===== src/rtl/frame_minmax_tracker.sv =====
// Streaming per-frame extrema: reduces every FRAME_LEN accepted samples to their max and min,
// then holds the pair on a valid/ready output until the consumer takes it.
//
// state | meaning
// IDLE  | no samples of a frame held, ready for the first one
// ACCUM | part of a frame accepted, folding further samples into max/min
// HOLD  | frame complete, result presented until taken; input stalled
module frame_minmax_tracker #(
    parameter int WIDTH     = 8,
    parameter int FRAME_LEN = 4
) (
    input  logic             clk,
    input  logic             rst_n,
    input  logic             in_valid,
    output logic             in_ready,
    input  logic [WIDTH-1:0] in_data,
    output logic             out_valid,
    input  logic             out_ready,
    output logic [WIDTH-1:0] out_max,
    output logic [WIDTH-1:0] out_min,
    output logic             busy
);

    localparam int CW = $clog2(FRAME_LEN + 1);
    localparam logic [CW-1:0] LAST = CW'(FRAME_LEN);

    typedef enum logic [1:0] {
        IDLE  = 2'd0,
        ACCUM = 2'd1,
        HOLD  = 2'd2
    } state_t;

    state_t           r_state;
    state_t           w_state_nxt;
    logic [CW-1:0]    r_count;
    logic [CW-1:0]    w_count_nxt;
    logic [CW-1:0]    w_count_inc;
    logic [WIDTH-1:0] r_max;
    logic [WIDTH-1:0] r_min;
    logic [WIDTH-1:0] w_max_nxt;
    logic [WIDTH-1:0] w_min_nxt;
    logic             w_accept;
    logic             w_take;

    // in_ready depends on registered state only, never on out_ready
    assign in_ready    = (r_state != HOLD);
    assign out_valid   = (r_state == HOLD);
    assign busy        = (r_state != IDLE);
    assign out_max     = r_max;
    assign out_min     = r_min;
    assign w_accept    = in_valid && in_ready;
    assign w_take      = out_valid && out_ready;
    assign w_count_inc = r_count + CW'(1);

    always_comb begin
        w_state_nxt = r_state;
        w_count_nxt = r_count;
        w_max_nxt   = r_max;
        w_min_nxt   = r_min;
        case (r_state)
            IDLE: begin
                if (w_accept) begin
                    w_max_nxt   = in_data;
                    w_min_nxt   = in_data;
                    w_count_nxt = CW'(1);
                    w_state_nxt = (FRAME_LEN == 1) ? HOLD : ACCUM;
                end
            end
            ACCUM: begin
                if (w_accept) begin
                    if (in_data > r_max) w_max_nxt = in_data;
                    if (in_data < r_min) w_min_nxt = in_data;
                    w_count_nxt = w_count_inc;
                    if (w_count_inc == LAST) w_state_nxt = HOLD;
                end
            end
            HOLD: begin
                if (w_take) begin
                    w_state_nxt = IDLE;
                    w_count_nxt = '0;
                end
            end
            default: begin
                w_state_nxt = IDLE;
                w_count_nxt = '0;
            end
        endcase
    end

    always_ff @(posedge clk or negedge rst_n) begin
        if (!rst_n) begin
            r_state <= IDLE;
            r_count <= '0;
            r_max   <= '0;
            r_min   <= '0;
        end else begin
            r_state <= w_state_nxt;
            r_count <= w_count_nxt;
            r_max   <= w_max_nxt;
            r_min   <= w_min_nxt;
        end
    end

endmodule


===== config.mk =====
export PLATFORM = sky130hd
export DESIGN_NAME = frame_minmax_tracker
export DESIGN_NICKNAME = d
export VERILOG_FILES = /design/src/rtl/frame_minmax_tracker.sv
export SDC_FILE = /design/constraint.sdc
export NUM_CORES = 1
export LEC_CHECK = 0
export CORE_MARGIN = 1.5
export CORE_UTILIZATION = 35
export CTS_CLUSTER_DIAMETER = 30
export DETAILED_ROUTE_END_ITERATION = 8
export GPL_TIMING_DRIVEN = 0
export SLEW_MARGIN = 20
export SYNTH_ARGS = -nofsm -noshare
export SYNTH_HDL_FRONTEND = slang
export SYNTH_SLANG_ARGS = --single-unit
export TNS_END_PERCENT = 10

===== constraint.sdc =====
create_clock -name clk -period 4.2 [get_ports clk]
set_input_delay 0.84 -clock clk [delete_from_list [all_inputs] [get_ports clk]]
set_output_delay 0.84 -clock clk [all_outputs]
set_load 0.01 [all_outputs]

## Yosys cells after proc, flatten, opt, wreduce, memory -nomap -nowiden

Cells that the tools add are included.
W data, S select, Z words.

| operators by class | value |
|---|---|
| equality and inequality tests | 10 |
| reductions and logical operators | 9 |
| $lt $le $gt $ge | 2 |
| divide/modulo/power cells | 0 |
| add/subtract/negate cells | 1 |
| bitwise logic cells | 0 |
| multiply operators | 0 |
| shifts and indexed selects | 0 |
| multiplexer cells | 16 |

Operators with widths:

| kind | number |
|---|---|
| $mux W8 | 5 |
| $pmux W8 S2 | 2 |
| $ne A2 B2 Y1 const B | 6 |
| $reduce_and A4 Y1 | 3 |
| $mux W3 | 3 |
| $pmux W3 S3 | 1 |
| $gt A8 B8 Y1 | 1 |
| $lt A8 B8 Y1 | 1 |
| $mux W2 | 4 |
| $pmux W2 S3 | 1 |
| $reduce_bool A2 Y1 | 2 |
| $add A3 B1 Y3 const B | 1 |
| $eq A3 B3 Y1 const B | 1 |
| $reduce_and A3 Y1 | 1 |
| $eq A2 B1 Y1 const B | 1 |
| $eq A2 B2 Y1 const B | 1 |
| $logic_and A1 B1 Y1 | 2 |
| $logic_not A2 Y1 | 1 |
| $ne A2 B1 Y1 const B | 1 |

| word-level totals | value |
|---|---|
| latch bits | 0 |
| register bits | 21 |
| memory bits (writable) | 0 |
| input port bits | 12 |
| memories kept | 0 |
| output and inout port bits | 19 |
| ROM bits | 0 |
| word-level logic and storage cells | 42 |

## Longest topological paths before layout

Gate-level depths: netlist of the first run.

| depth | value |
|---|---|
| depth after elaboration | 5 |
| mapped depth | 8 |
| gate-level depth less buffers | 7 |

## Least setup slack after synthesis of the first run

OpenSTA, ideal clock, no wires.

| path | value |
|---|---|
| path type | input to register |
| from | in in_data[1] |
| to | reg r_min[0] (netlist: out_min[0]) |
| library setup time | 125 ps |
| stages on the path | 5 |
| slack | 1740 ps |
| data arrival time | 2335 ps |
| cells stage by stage | ha_1 > a2111oi_2 > o21ai_1 > a221oi_4 > mux2_2 |

| on the way | value |
|---|---|
| cells in the longest elaborated chain, start to end | 3 |

RTL lines:

| what | line | RTL |
|---|---|---|
| start, declared | 16 | `input logic [WIDTH-1:0] in_data,` |
| $lt A8 B8 Y1 | 72 | `if (in_data < r_min) w_min_nxt = in_data;` |
| $ne A2 B2 Y1 (no line) | n/a |  |
| $reduce_and A4 Y1 (no line) | n/a |  |
| end signal, assigned | 100 | `r_min <= w_min_nxt;` |
| end, declared | 39 | `logic [WIDTH-1:0] r_min;` |

No other way between the ends.
A chain may end at the register's enable or synchronous reset.

## Worst setup path in the final report of the first run

| path | value |
|---|---|
| from | in in_data[2] |
| to | reg r_min[6] (netlist: out_min[6]) |

Same word-level chain as after synthesis.

==> metrics, run 1 <==
Area contributors post-synth dfrtp_1 38%, ha_1 16%, mux2_2 6.6%; max_cap viols 0; first-pass detailed-route iteration total 4; Synth top cells by count 21 x dfrtp_1, 17 x ha_1, 17 x inv_1; Final ANT Viol Nets 0; via count 1121; VDD IR max 0.225 mV; Critical Path Sink Type flip-flop; CTS H-tree lvls 1; Clock transition at path regs 80 ps; Mean Syn Cell Area 10.6 sq um; Post-synth top flop dfrtp_1; PortBufs 30; drt total wl 3.05 mm; fmax 342 MHz; register bit count reported by yosys 21; crit-path leading delay family compound AO/OA/AOI/OAI gates; Buffers & Inverters on Critical Path 1; Num CTS Buffers 3; Final nets 193; # fillers 364; Worst-Skew Late Latency 260 ps; total track usage 15.1%; Die ar. 4290 sq um; RR Endpoint out_max[6]; # rows 22; largest net degree at the start of global routing 22; Final setup viols 0; drt drc 0; Initial Util 36.8%; initial antenna violation count 0; Starting DRT DRC Count 50; Min Hold Slack 531 ps; layout cells sized above 1 10.4%; register area share after synthesis 38.4%; final worst path period share 69.6%; Ports 31; P_leak 0.818 nW; slowest stage delay, CP 580 ps; Syn. warnings 0; Final Slew Violations 0; Critical Path Fanout Max 8; headroom to the max-slew limit 30.5%; Post-CTS Resized 0; Non-Filler Instances 211; Critical Path Source Type input pin; Remaining Overflow, GRT 0; pwr dens 716 nW/um^2; Setup CP Type input pin to flip-flop; final hold violation count 0; routability cong. 0.847; Least-Margin Pin Slew 1040 ps; setup bufs post-CTS 0; asr flop ratio synth 100%; cell with the most instances after synthesis dfrtp_1; post-DR wirelength/cell 14.5 microns; Mapped Area 1370 sq um; Area Growth Syn to Fin 29.3%; Cell variety after synth 33; dpl cells 207; root buf cell clkbuf_8; Tmin final 2920 ps; worst-path cell chain clkdlybuf4s50_1, ha_1, o21a_1, o2111ai_1, o21ai_1, a221oi_4, mux2_2; HPWL Detailed 2.39 mm; R2R setup slack 2020 ps; Critical Path Slowest Stage Cell clkdlybuf4s50_1; clk buf depth 2; RR Startpoint out_max[7]; clock skew 1.98 ps; Hold Path Class input pin to asynchronous set/reset pin; Reg2Reg Depth 6; CTS Sinks 21; Die Width 65.5 microns; setup ws final 1280 ps; total power 1.27 mW; Vias per Instance 5.31; unrepaired setup endpoints after global routing false; core box area 3720 sq um; biggest area consumer among synthesized cells dfrtp_1; # hold bufs at CTS 0; critical path arrival 3070 ps; Post-Layout Inst Area 1770 sq um; first-pass GRT wire length 5.01 mm; outcome completed; Syn Inst Count 129; cell area after placement 1730 sq um; Setup WS pre-CTS 967 ps; number of flops mapped to enable cells by yosys 0; CP required 4340 ps; Core Util, Final 47.6%; syn nets 158; vias in the first global route 1066; Setup Total Neg Slack 0 ps; Chip Height 65.5 microns; Inserted Diodes 0; TritonCTS clock tree yes; Synth top area share 38.4%
[worst register-to-register path, delay by kind of cell, from the launching register on]
family / cells / cell delay, ps
buf+inv: 1 / 60
simple gates: 2 / 190
fa+ha+maj: 1 / 300
flops: 1 / 400
compound gates: 2 / 1170
[worst max-delay path by stage]
stage	depth (start not counted)	start	slack, ps	endpoint
final	7	in_data[2]	1280	out_min[6]
after global routing	7	in_data[2]	1170	out_min[2]
after CTS	6	in_data[3]	1230	out_max[6]
after detailed placement	6	in_data[3]	970	out_max[6]
after global placement	7	in_data[2]	1020	out_min[2]
after floorplan	5	in_data[1]	1740	out_min[0]
[flip-flops by register name, indices dropped and copies added (netlist names)]
signal   flops
out_max      8
out_min      8
r_count      3
r_state      2
[cells in the final DEF (no fill, tap or decap), types with 3 or more instances in the layout]
| cell type | n |
|---|---|
| a21o_1 | 3 |
| a21oi_1 | 4 |
| a221o_1 | 8 |
| a22o_1 | 8 |
| clkbuf_8 | 3 |
| clkdlybuf4s50_1 | 29 |
| dfrtp_1 | 21 |
| ha_1 | 17 |
| inv_1 | 17 |
| mux2_2 | 8 |
| nand2_1 | 3 |
| nand2b_1 | 4 |
| nor2_1 | 5 |
| nor2b_1 | 3 |
| o21ai_0 | 5 |
[logic make-up (layout without fill, tap and decap cells)]
family,Yosys count,in the layout,share of synthesized area [%]
buffers and inverters,20,54,5.58
flip-flops,21,21,38.4
AND/OR/NAND/NOR,22,22,8.78
AO/OA/AOI/OAI,39,39,23.8
adder cells (fa/ha/maj),17,17,15.5
XOR/XNOR,1,1,0.640
multiplexers,9,9,7.31
[layout make-up]
class                      count  area [sq um]  area share, %
tap                           48          60.1           3.39
buffer                         3          12.5          0.707
sequential                    21           526           29.7
multi-input combinational     88           767           43.4
clock buffer                   4          45.0           2.55
timing repair buffer          30           295           16.7
inverter                      17          63.8           3.61
[power by group]
part           switching (mW)  total (mW)  internal, mW
Clock                  0.0653       0.133        0.0675
Sequential             0.0937       0.399         0.305
Combinational           0.327       0.734         0.407
Total                   0.486        1.27         0.780
[routing by layer]
layer / part of all wire [%] / global-route usage (%) / routed length (microns) / up-vias
li1: - / - / - / 550
met1: 46 / 19.4 / 1420 / 549
met2: 49 / 25.4 / 1500 / 20
met3: 3.4 / 2.57 / 103 / 2
met4: 1.0 / 5.47 / 31 / 0
met5: 0 / 0 / 0 / -
(Power assumes the default switching activity.)
==> run 2: changes to the inputs <==
==> constraint.sdc (replaced) <==
create_clock -name clk -period 2.7 [get_ports clk]
set_input_delay 0.54 -clock clk [delete_from_list [all_inputs] [get_ports clk]]
set_output_delay 0.54 -clock clk [all_outputs]
set_load 0.01 [all_outputs]
==> metrics, run 2 (same netlist as run 1, synthesis figures left out) <==
via count 1130 (+0.80%); VDD IR max 0.427 mV (+90%); Reg2Reg Depth 7 (+1); dpl cells 207 (unchanged); max_cap viols 0 (unchanged); outcome completed; Critical Path Source Type input pin; Hold Path Class input pin to asynchronous set/reset pin; Critical Path Fanout Max 8 (unchanged); post-DR wirelength/cell 14.5 microns (+0.38%); Die Width 65.5 microns (unchanged); clk buf depth 2 (unchanged); PortBufs 30 (unchanged); core box area 3720 sq um (unchanged); Tmin final 2510 ps; CP required 2840 ps (-1500 ps); root buf cell clkbuf_8; Inserted Diodes 0 (unchanged); WP depth 8 (+1); Least-Margin Pin Slew 612 ps (-427 ps); routability cong. 0.847 (unchanged); most common cell after layout, fill and taps aside clkdlybuf4s50_1; Clock transition at path regs 80 ps (about the same); Die ar. 4290 sq um (unchanged); unrepaired setup endpoints after global routing false; first-pass detailed-route iteration total 4 (unchanged); flip-flop and latch area 526 sq um (unchanged); # rows 22 (unchanged); Vias per Instance 5.33 (+0.33%); Final ANT Viol Nets 0 (unchanged); Final Slew Violations 0 (unchanged); Final setup viols 0 (unchanged); slowest stage delay, CP 580 ps (about the same); initial antenna violation count 0 (unchanged); cell area after placement 1730 sq um (unchanged); Post-Layout Inst Area 1800 sq um (+1.6%); Setup CP Type input pin to flip-flop; crit-path leading delay family compound AO/OA/AOI/OAI gates; # fillers 359 (-1.4%); Starting DRT DRC Count 68 (+36%); Buffers & Inverters on Critical Path 2 (+1); Chip Height 65.5 microns (unchanged); Ports 31 (unchanged); pwr dens 1120 nW/um^2 (+56%); final hold violation count 0 (unchanged); Area Growth Syn to Fin 31.3%; largest net degree at the start of global routing 22 (unchanged); most frequent cells in the layout 29 x clkdlybuf4s50_1, 21 x dfrtp_1, 17 x inv_1, 17 x ha_1; total track usage 15.1% (unchanged); clock skew 2.41 ps (+0.431 ps); worst-path cell chain clkdlybuf4s50_1, ha_1, o21a_1, o2111ai_1, o21ai_1, a221oi_4, buf_12, mux2_2; HPWL Detailed 2.39 mm (unchanged); first-pass GRT wire length 5.01 mm (unchanged); multi-input combinational cell area 774 sq um (+0.98%); Worst-Skew Late Latency 260 ps (about the same); Non-Filler Instances 212 (+0.47%); TritonCTS clock tree yes; layout cells sized above 1 11.6% (+1.2 points); CTS Sinks 21 (unchanged); Setup Total Neg Slack 0 ps (unchanged); Critical Path Sink Type flip-flop; drt drc 0 (unchanged); Critical Path Slowest Stage Cell clkdlybuf4s50_1; Num CTS Buffers 3 (unchanged); # hold bufs at CTS 0 (unchanged); P_leak 0.829 nW (+1.4%); critical path arrival 2650 ps (-420 ps); Final nets 194 (+0.52%); headroom to the max-slew limit 59.2% (+29 points); CTS H-tree lvls 1 (unchanged); Remaining Overflow, GRT 0 (unchanged); vias in the first global route 1066 (unchanged); drt total wl 3.08 mm (+0.85%); fmax 399 MHz; final worst path period share 92.8%; Initial Util 36.8% (unchanged)
run 2: cell types whose count changed in the layout (fill, tap and decap cells not counted):
cell     before  now
o32ai_2       0    1
buf_12        0    1
o32ai_1       1    0
run 2: layer usage:
layer / part of all wire (%) / GRT usage, %
met1: 45 / 19.4
met2: 49 / 25.4
met3: 4.8 / 2.57
met4: 1.0 / 5.47
met5: 0 / 0
run 2: report_power, final:
part | switching, mW | internal [mW]
combinational | 0.518 | 0.662
sequential | 0.146 | 0.475
clock | 0.101 | 0.105
total | 0.765 | 1.24
run 2: final cells by class:
class / count / area share, %
clock buffer: 4 / 2.51
timing repair buffer: 31 / 17.5
buffer: 3 / 0.696
multi-input combinational: 88 / 43.1
inverter: 17 / 3.55
sequential: 21 / 29.2
tap: 48 / 3.34
run 2: what timing repair did:
action / CTS / global route
setup buffers: 0 / 1
setup endpoints to repair: 0 / 9
gates resized for setup: 0 / 1
run 2: worst reg2reg max path, cell delays in order (launching register included):
cell and delay (ps):
dfrtp_1 460, nand2b_1 170, buf_2 190, nor2_4 220, nor2b_1 110, a221oi_4 300
buf_12 160, mux2_2 330
run 2: path summary, 6_finish.rpt:
path | from | end | slack, ps
worst max-delay path | in_data[2] | out_min[6] | 190
worst min-delay path | rst_n | out_max[7] | 230
worst max register to register | r_state[1] | out_min[6] | 630
worst min register to register | out_min[2] | out_min[2] | 540
max in group asynchronous | rst_n | r_count[0] | 2140
min in group clk | out_min[2] | out_min[2] | 540
run 2: through the flow:
stage / hold WS [ps] / power (mW) / setup WS [ps] / utilization (%)
CTS: 543 / 2.00 / 29.6 / 47.7
finish: 229 / 2.01 / 194 / 48.4
floorplan: 244 / 1.32 / 540 / -
detailed placement: 525 / 1.78 / -233 / 46.5
global placement: 512 / 1.73 / -176 / 46.5
global route: 269 / 2.18 / 101 / 48.4
